**src/rtl/uart_tx_fifo.sv**
```systemverilog
// Buffered UART transmitter: byte FIFO feeding a serialiser with per-frame
// selectable 7/8 data bits, optional even/odd parity and 1/2 stop bits.
module uart_tx_fifo #(
  parameter int unsigned DEPTH = 8,
  parameter int unsigned K_W   = 20
) (
  input  logic                       clk,
  input  logic                       reset,
  input  logic                       load,
  input  logic [7:0]                 out_port,
  input  logic                       eight,
  input  logic                       pen,
  input  logic                       ohel,
  input  logic                       stop2,
  input  logic [K_W-1:0]             k,
  input  logic                       ovf_clr,
  output logic                       txrdy,
  output logic [$clog2(DEPTH):0]     fifo_count,
  output logic                       tx_busy,
  output logic                       tx_done,
  output logic                       overflow,
  output logic                       transfer
);
  localparam int unsigned AW = $clog2(DEPTH);
  localparam int unsigned CW = $clog2(DEPTH) + 1;

  typedef enum logic [2:0] {IDLE, START, DATA, PARITY, STOP} state_t;

  state_t         state;
  logic [7:0]     mem [DEPTH];
  logic [AW-1:0]  wptr, rptr;
  logic [CW-1:0]  count;
  logic [7:0]     shreg;
  logic           eight_q, pen_q, stop2_q, par_q;
  logic [K_W-1:0] k_q, tick;
  logic [2:0]     bit_idx;
  logic           stop_idx;
  logic           push, pop, wrap, frame_end;

  // Full/empty come from the count registered before this edge.
  always_comb begin
    push      = load && (count != CW'(DEPTH));
    wrap      = (tick == k_q - K_W'(1));
    frame_end = (state == STOP) && wrap && (stop_idx == stop2_q);
    pop       = (count != '0) && ((state == IDLE) || frame_end);
  end

  assign fifo_count = count;
  assign txrdy      = (count != CW'(DEPTH));

  always_ff @(posedge clk) begin
    if (push) mem[wptr] <= out_port;
  end

  always_ff @(posedge clk) begin
    if (!reset) begin
      state    <= IDLE;
      wptr     <= '0;
      rptr     <= '0;
      count    <= '0;
      overflow <= 1'b0;
      transfer <= 1'b1;
      tx_busy  <= 1'b0;
      tx_done  <= 1'b0;
      tick     <= '0;
      bit_idx  <= '0;
      stop_idx <= 1'b0;
      shreg    <= '0;
      eight_q  <= 1'b1;
      pen_q    <= 1'b0;
      stop2_q  <= 1'b0;
      par_q    <= 1'b0;
      k_q      <= K_W'(1);
    end else begin
      tx_done <= 1'b0;
      if (push) wptr <= wptr + AW'(1);
      if (pop)  rptr <= rptr + AW'(1);
      count <= count + CW'(push) - CW'(pop);
      // A dropped load beats a simultaneous clear.
      if (load && !push)  overflow <= 1'b1;
      else if (ovf_clr)   overflow <= 1'b0;

      if (pop) begin
        shreg    <= mem[rptr];
        eight_q  <= eight;
        pen_q    <= pen;
        stop2_q  <= stop2;
        par_q    <= (eight ? ^mem[rptr] : ^mem[rptr][6:0]) ^ ohel;
        k_q      <= (k == '0) ? K_W'(1) : k;
        tick     <= '0;
        bit_idx  <= '0;
        stop_idx <= 1'b0;
        state    <= START;
        transfer <= 1'b0;
        tx_busy  <= 1'b1;
        if (frame_end) tx_done <= 1'b1;
      end else begin
        tick <= wrap ? '0 : tick + K_W'(1);
        case (state)
          IDLE: begin
            tick     <= '0;
            transfer <= 1'b1;
            tx_busy  <= 1'b0;
          end
          START: if (wrap) begin
            state    <= DATA;
            transfer <= shreg[0];
          end
          DATA: if (wrap) begin
            if (bit_idx == (eight_q ? 3'd7 : 3'd6)) begin
              if (pen_q) begin
                state    <= PARITY;
                transfer <= par_q;
              end else begin
                state    <= STOP;
                transfer <= 1'b1;
              end
            end else begin
              bit_idx  <= bit_idx + 3'd1;
              shreg    <= {1'b0, shreg[7:1]};
              transfer <= shreg[1];
            end
          end
          PARITY: if (wrap) begin
            state    <= STOP;
            transfer <= 1'b1;
          end
          STOP: if (wrap) begin
            if (frame_end) begin
              tx_done  <= 1'b1;
              tx_busy  <= 1'b0;
              transfer <= 1'b1;
              state    <= IDLE;
            end else begin
              stop_idx <= 1'b1;
            end
          end
          default: state <= IDLE;
        endcase
      end
    end
  end
endmodule

```
**config.mk**
```make
export PLATFORM = sky130hd
export DESIGN_NAME = uart_tx_fifo
export DESIGN_NICKNAME = d
export VERILOG_FILES = /design/src/rtl/uart_tx_fifo.sv
export SDC_FILE = /design/constraint.sdc
export NUM_CORES = 1
export LEC_CHECK = 0
export CAP_MARGIN = 20
export CORE_MARGIN = 4
export CORE_UTILIZATION = 53
export CTS_BUF_LIST = sky130_fd_sc_hd__clkbuf_4
export CTS_CLUSTER_SIZE = 28
export DETAILED_ROUTE_END_ITERATION = 10
export GPL_TIMING_DRIVEN = 0
export MAX_ROUTING_LAYER = met4
export PLACE_DENSITY = 0.83
export SLEW_MARGIN = 20
export SYNTH_ARGS = -nofsm -noshare
export SYNTH_HDL_FRONTEND = slang
export SYNTH_SLANG_ARGS = --single-unit
```
**constraint.sdc**
```tcl
create_clock -name clk -period 5.6 [get_ports clk]
set_clock_uncertainty 0.2 [all_clocks]
set_input_delay 1.12 -clock clk [delete_from_list [all_inputs] [get_ports clk]]
set_output_delay 1.12 -clock clk [all_outputs]
set_load 0.01 [all_outputs]
```
== Yosys cells after proc, flatten, opt, wreduce, memory -nomap -nowiden ==
Memory sizes are Yosys's and may differ from the RTL's. A register that Yosys moved wholly into a read port is not among the register bits.
Index checks and enable logic that the tools add are counted.

* Flip-flop bits (word level): 73
* RAM bits: 64
* Input bits: 36
* Output and inout bits: 9
* Logic and storage cells: 118
* Memories kept: 1

* Add/subtract/negate cells: 7
* Eq/ne operators: 22
* Multiplexer cells: 39
* Bitwise operators: 5
* Reductions and logical operators: 26

{| class="wikitable"
|+ Memories
! name !! depth !! bits a word !! rd ports !! clocked after memory_dff !! wr ports !! line !! source
|-
| mem || 8 || 8 || 1 || 1 || 1 || 30 || <nowiki>logic [7:0] mem [DEPTH];</nowiki>
|}

{| class="wikitable"
|+ Operators by type and width
! operator !! number
|-
| $mux W8 || 4
|-
| $mux W3 || 9
|-
| $mux W1 || 22
|-
| $add A20 B1 Y20 const B || 1
|-
| $eq A20 B20 Y1 || 1
|-
| $logic_not A20 Y1 || 1
|-
| $mux W20 || 1
|-
| $sub A20 B1 Y20 const B || 1
|-
| $ne A3 B3 Y1 const B || 6
|-
| $ne A2 B2 Y1 const B || 8
|-
| $pmux W3 S5 || 1
|-
| $reduce_and A7 Y1 || 2
|-
| $reduce_and A3 Y1 || 4
|-
| $add A3 B1 Y3 const B || 3
|-
| $reduce_xor A8 Y1 || 1
|-
| $reduce_xor A7 Y1 || 1
|-
| $eq A3 B2 Y1 const B || 2
|-
| $reduce_and A6 Y1 || 1
|-
| $reduce_bool A2 Y1 || 3
|-
| $reduce_bool A6 Y1 || 1
|-
| $logic_and A1 B1 Y1 || 5
|-
| $pmux W1 S5 || 1
|-
| $add A4 B1 Y4 || 1
|-
| $ne A4 B4 Y1 const B || 1
|-
| 15 further kinds || 18
|}

== Logic depth before layout (Yosys ltp) ==
Gate-level depths: netlist of run 1.

* Word-level depth: 8
* Gate-level depth with buffers: 16
* Depth with buffers taken out: 16

== Worst setup path after synthesis of run 1 ==
No wires, ideal clock.

* Kind: flip-flop to flip-flop
* From: reg k_q[0]
* To: reg count[2] (netlist: fifo_count[2])
* Library setup time: 0.128 ns
* Arrival time: 3.556 ns
* Required time: 5.272 ns
* Setup slack: 1.716 ns
* Stages on the path, launching flop included: 17
* Buffers on the path: 0
* Period minus slack after synthesis: 3.884 ns
* Cell sequence: dfxtp_1 > inv_1 > ha_1 > nor4b_2 > nand4_1 > xnor2_1 > or4_1 > nor4b_1 > nand4_1 > nand2_1 > ha_1 > inv_1 > ha_1 > inv_1 > fa_1 > xor2_1 > nor2_1

* Word-level cells in the longest chain between the ends: 7

{| class="wikitable"
|+ RTL lines
! item !! line !! source
|-
| start: declaration || 35 || <nowiki>logic [K_W-1:0] k_q, tick;</nowiki>
|-
| start signal: assignment || 89 || <nowiki>k_q <= (k == '0) ? K_W'(1) : k;</nowiki>
|-
| $sub A20 B1 Y20 || 43 || <nowiki>wrap = (tick == k_q - K_W'(1));</nowiki>
|-
| $eq A20 B20 Y1 || 43 ||
|-
| $logic_and A1 B1 Y1 (2 in series) || 44 || <nowiki>frame_end = (state == STOP) && wrap && (stop_idx == stop2_q);</nowiki>
|-
| $logic_or A1 B1 Y1 || 45 || <nowiki>pop = (count != '0) && ((state == IDLE) || frame_end);</nowiki>
|-
| $logic_and A1 B1 Y1 || 45 ||
|-
| net pop || 38 || <nowiki>logic push, pop, wrap, frame_end;</nowiki>
|-
| $sub A4 B1 Y4 || 78 || <nowiki>count <= count + CW'(push) - CW'(pop);</nowiki>
|-
| end signal: assignment || 78 ||
|-
| end: declaration || 32 || <nowiki>logic [CW-1:0] count;</nowiki>
|}

The timed path passes the listed nets, and every way through them passes these cells.
A chain may end at the register's enable or synchronous reset.

== Worst setup path after layout of run 1 ==
Same ends and word-level chain as after synthesis.

==> results of run 1 <==
## registers in the layout (all words and copies together) (netlist names), 3 cells and up, named ones only
register,flops
fifo_count,4
bit_idx,3
mem,64
wptr,3
k_q,20
tick,20
state,3
shreg,8
rptr,3
## final cells by class
class,count,area (um^2)
buffer,36,155.1
clock buffer,17,127.6
clock inverter,15,128.9
fill,957,4587
inverter,16,60.06
multi-input combinational,424,3009
sequential,140,3443
tap,168,210.2
timing repair buffer,44,440.4
## worst max-delay path, delay by kind of cell (launching register included)
family	cells	cell delay [ps]
xor+xnor	2	360
fa+ha+maj	4	1050
buf+inv	3	230
flops	1	380
simple gates	7	2470
## cell usage in the layout, fill, tap and decap left out, drive strengths merged, types with 6 or more instances in the layout
master and n:
clkdlybuf4s50 44, and3 8, nor3 15, nand4 7
ha 11, o21ai 42, clkbuf 40, a31oi 9
or4b 6, a21oi 37, nor4 11, nand3 43
edfxtp 64, mux2 8, nor2 48, dfxtp 76
mux4 16, xnor2 24, nand2 31, xor2 31
buf 13, and2 6, inv 25, or4 6
## layer usage
layer	share of wire, %	up-vias	global-route usage, %
li1	-	2409	-
met1	42	2436	27.56
met2	49	184	36.92
met3	6.7	37	5.372
met4	2.2	0	8.876
met5	0	-	-
## how the worst max path moves through the flow
stage / slack [ps] / startpoint / endpoint
after floorplan: 1720 / k_q[0] / fifo_count[2]
after global placement: 1000 / k_q[0] / fifo_count[3]
after detailed placement: 950 / k_q[0] / fifo_count[2]
after CTS: 880 / k_q[0] / fifo_count[2]
after global routing: 480 / k_q[0] / fifo_count[3]
final: 790 / k_q[0] / fifo_count[2]
## cell families (layout without fill, tap and decap cells)
group           count (synthesis)  in the layout  synth area share, %
simple gates                  210            210                17.40
flops                         140            140                51.72
compound gates                118            118                10.52
xor+xnor                       55             55                7.235
buf+inv                        52            128                3.233
mux                            29             29                7.518
fa+ha+maj                      12             12                2.368
## through the flow
stage / setup WS (ps) / hold WS (ps) / util [%]
6_report: 787.4 / 287.1 / 62.28
5_1_grt: 484.7 / 293.2 / 62.28
4_1_cts: 876.9 / 288.8 / 62.28
3_5_place_dp: 953.7 / 271.2 / 60.17
3_3_place_gp: 1002 / 257.4 / 60.09
2_1_floorplan: 1716 / 243.7 / -
## power breakdown
| group | switching [mW] | internal, mW | total (mW) | leakage, nW |
|---|---|---|---|---|
| logic | 0.880 | 0.675 | 1.56 | 1.26 |
| registers | 0.124 | 1.22 | 1.35 | 1.20 |
| clock network | 0.406 | 0.190 | 0.596 | 0.135 |
| total | 1.41 | 2.09 | 3.50 | 2.60 |
==> results.md, run 1 <==
* Largest area contributor in the netlist: sky130_fd_sc_hd__edfxtp_1
* Type of the tightest min-delay check: reg2reg
* Antenna diode count at 0
* Async set or reset register ratio after synthesis at 0%
* Nets in the synthesized netlist at between 600 and 700
* # IOs at 45
* Final count of pins violating max slew at 0
* Number of warnings printed during yosys synthesis at 0
* Worst Hold Depth at 2
* Via-per-instance ratio at around 6
* Slew at the pin closest to its max-slew limit at between 900 and 1000 ps
* Fraction of layout cells with a size suffix above 1 at between 10% and 20%
* Clock tree from TritonCTS: built
* Post-synth top flop: sky130_fd_sc_hd__dfxtp_1
* Commonest cells in the netlist: sky130_fd_sc_hd__dfxtp_1 (76), sky130_fd_sc_hd__edfxtp_1 (64), sky130_fd_sc_hd__nor2_1 (48)
* Critical Path, Cell by Cell: inv_1 -> ha_1 -> nor4b_2 -> nand4_1 -> xnor2_1 -> or4_1 -> nor4b_1 -> nand4_1 -> nand2_1 -> ha_1 -> inv_1 -> ha_1 -> inv_1 -> fa_1 -> xor2_1 -> nor2_1
* Crit path max fanout at 8
* Die height at 120.1 um
* Setup repair after global routing missed its margin: no
* CP startpoint kind: flip-flop
* R2R Path End: fifo_count[2]
* Post-layout minimum cycle time at a little under 5000 ps
* Clock transition at the registers of the reported paths at 140 ps
* Clock insertion delay at the later pin of the skew report at roughly 560 ps
* Post-synthesis sequential area ratio at 51.72%
* Status: completed
* Worst-case clock buffer depth at 2
* Mean area per synthesized cell at approximately 11 um^2
* Hold_buf cts at 0
* Power, Total at roughly 3.5 mW
* Core area at 12160 um^2
* Number of flops mapped to enable cells by yosys at 64
* Master of the slowest instance on the critical path: sky130_fd_sc_hd__nor4b_2
* Mapped Cells at just over 600
* Setup TNS at 0 ps
* Weighted congestion reported at the end of routability-driven placement at between 0.8 and 0.9
* Crit path capture type: flip-flop
* Number of global-route vias before repair at between 5000 and 6000
* Final cycle utilization of the critical path at a little under nine tenths
* Post-layout nets at ~730
* Power density over the cells at 462.1 nW/um^2
* Via count at just over 5000
* Terminating pin of the worst hold path: shreg[4]
* Data arrival time at the worst-slack endpoint at just over 5000 ps
* Placed wire-length estimate after detailed placement at 11.27 mm
* Reg2Reg Depth at 16
* Clock sink count at 140
* Top cell type's share of synthesized area at 28.87%
* Total routing usage reported by global routing at ~23%
* Post-CTS repair timing setup buffer count at 0
* Synth Register Bits at between 100 and 150
* Inst Count DP at 828
* Non-Filler Instances at 860
* Remaining design rule violation count at 0
* Number of max-cap violations at 0
* Worst R2R Setup Slack at between 700 and 800 ps
* Final Cell Area at approximately 7600 um^2
* Max-slew headroom at between 30% and 40%
* Port-buffer cells at 44
* Largest stage delay, worst path at approximately 570 ps
* Number of nets with antenna violations after routing at 0
* Post-synthesis instance area at about 6700 um^2
* Startpoint of the lowest-slack hold path: shreg[5]
* Buffer cell driving the clock tree root: sky130_fd_sc_hd__clkbuf_4
* Maximum frequency from static timing analysis at 0.2078 GHz
* Final hold violations at 0
* Depth of the CTS H-tree at 4
* Std-Cell Rows at 40
* Post-synthesis cell type count at between 60 and 70
* DR pass1 iterations at 5
* Cell types occupying the most area after synthesis: sky130_fd_sc_hd__edfxtp_1 (29%), sky130_fd_sc_hd__dfxtp_1 (23%), sky130_fd_sc_hd__mux4_2 (5.4%)
* Full die area at about 14000 um^2
* WL/cell at 17.75 um
* Violation count after the first detailed-route iteration at 385
* Required time of the worst setup path at ~5800 ps
* Initial standard-cell utilization of the core at a little over half
* Max IR drop VDD at 0.0002714 V
* Source of the worst register-to-register timing path: k_q[0]
* Leftover overflow at the end of global routing at 0
* Synth-to-layout area growth at 13.78%
* Number of antenna violations at the first check in global routing at 0
* Static power due to leakage at ~2.6 nW
* Setup-violating endpoint count in the final report at 0
* TritonCTS Buffers at 17
* Placed instance area at 7318 um^2
* Category of the most critical setup path: reg2reg
* Pin count of the biggest net entering global routing at 17
* Dominant cell by count in the synthesized netlist: sky130_fd_sc_hd__dfxtp_1
* Wire length of the first global-routing pass at between 20 and 30 mm
* Drt total wl at 15.27 mm
* Chip Width at roughly 120 um
* CTS-repair resized insts at 0
No activity file was read; power rests on OpenSTA's default activity.
==> run 2: changes to the inputs <==
--- a/config.mk
+++ b/config.mk
@@ -14,6 +14,7 @@
 export GPL_TIMING_DRIVEN = 0
 export MAX_ROUTING_LAYER = met4
 export PLACE_DENSITY = 0.83
+export SKIP_CTS_REPAIR_TIMING = 1
 export SLEW_MARGIN = 20
 export SYNTH_ARGS = -nofsm -noshare
 export SYNTH_HDL_FRONTEND = slang
==> results of run 2 <==
No change in the layout: final DEF, timing and power equal those of run 1.
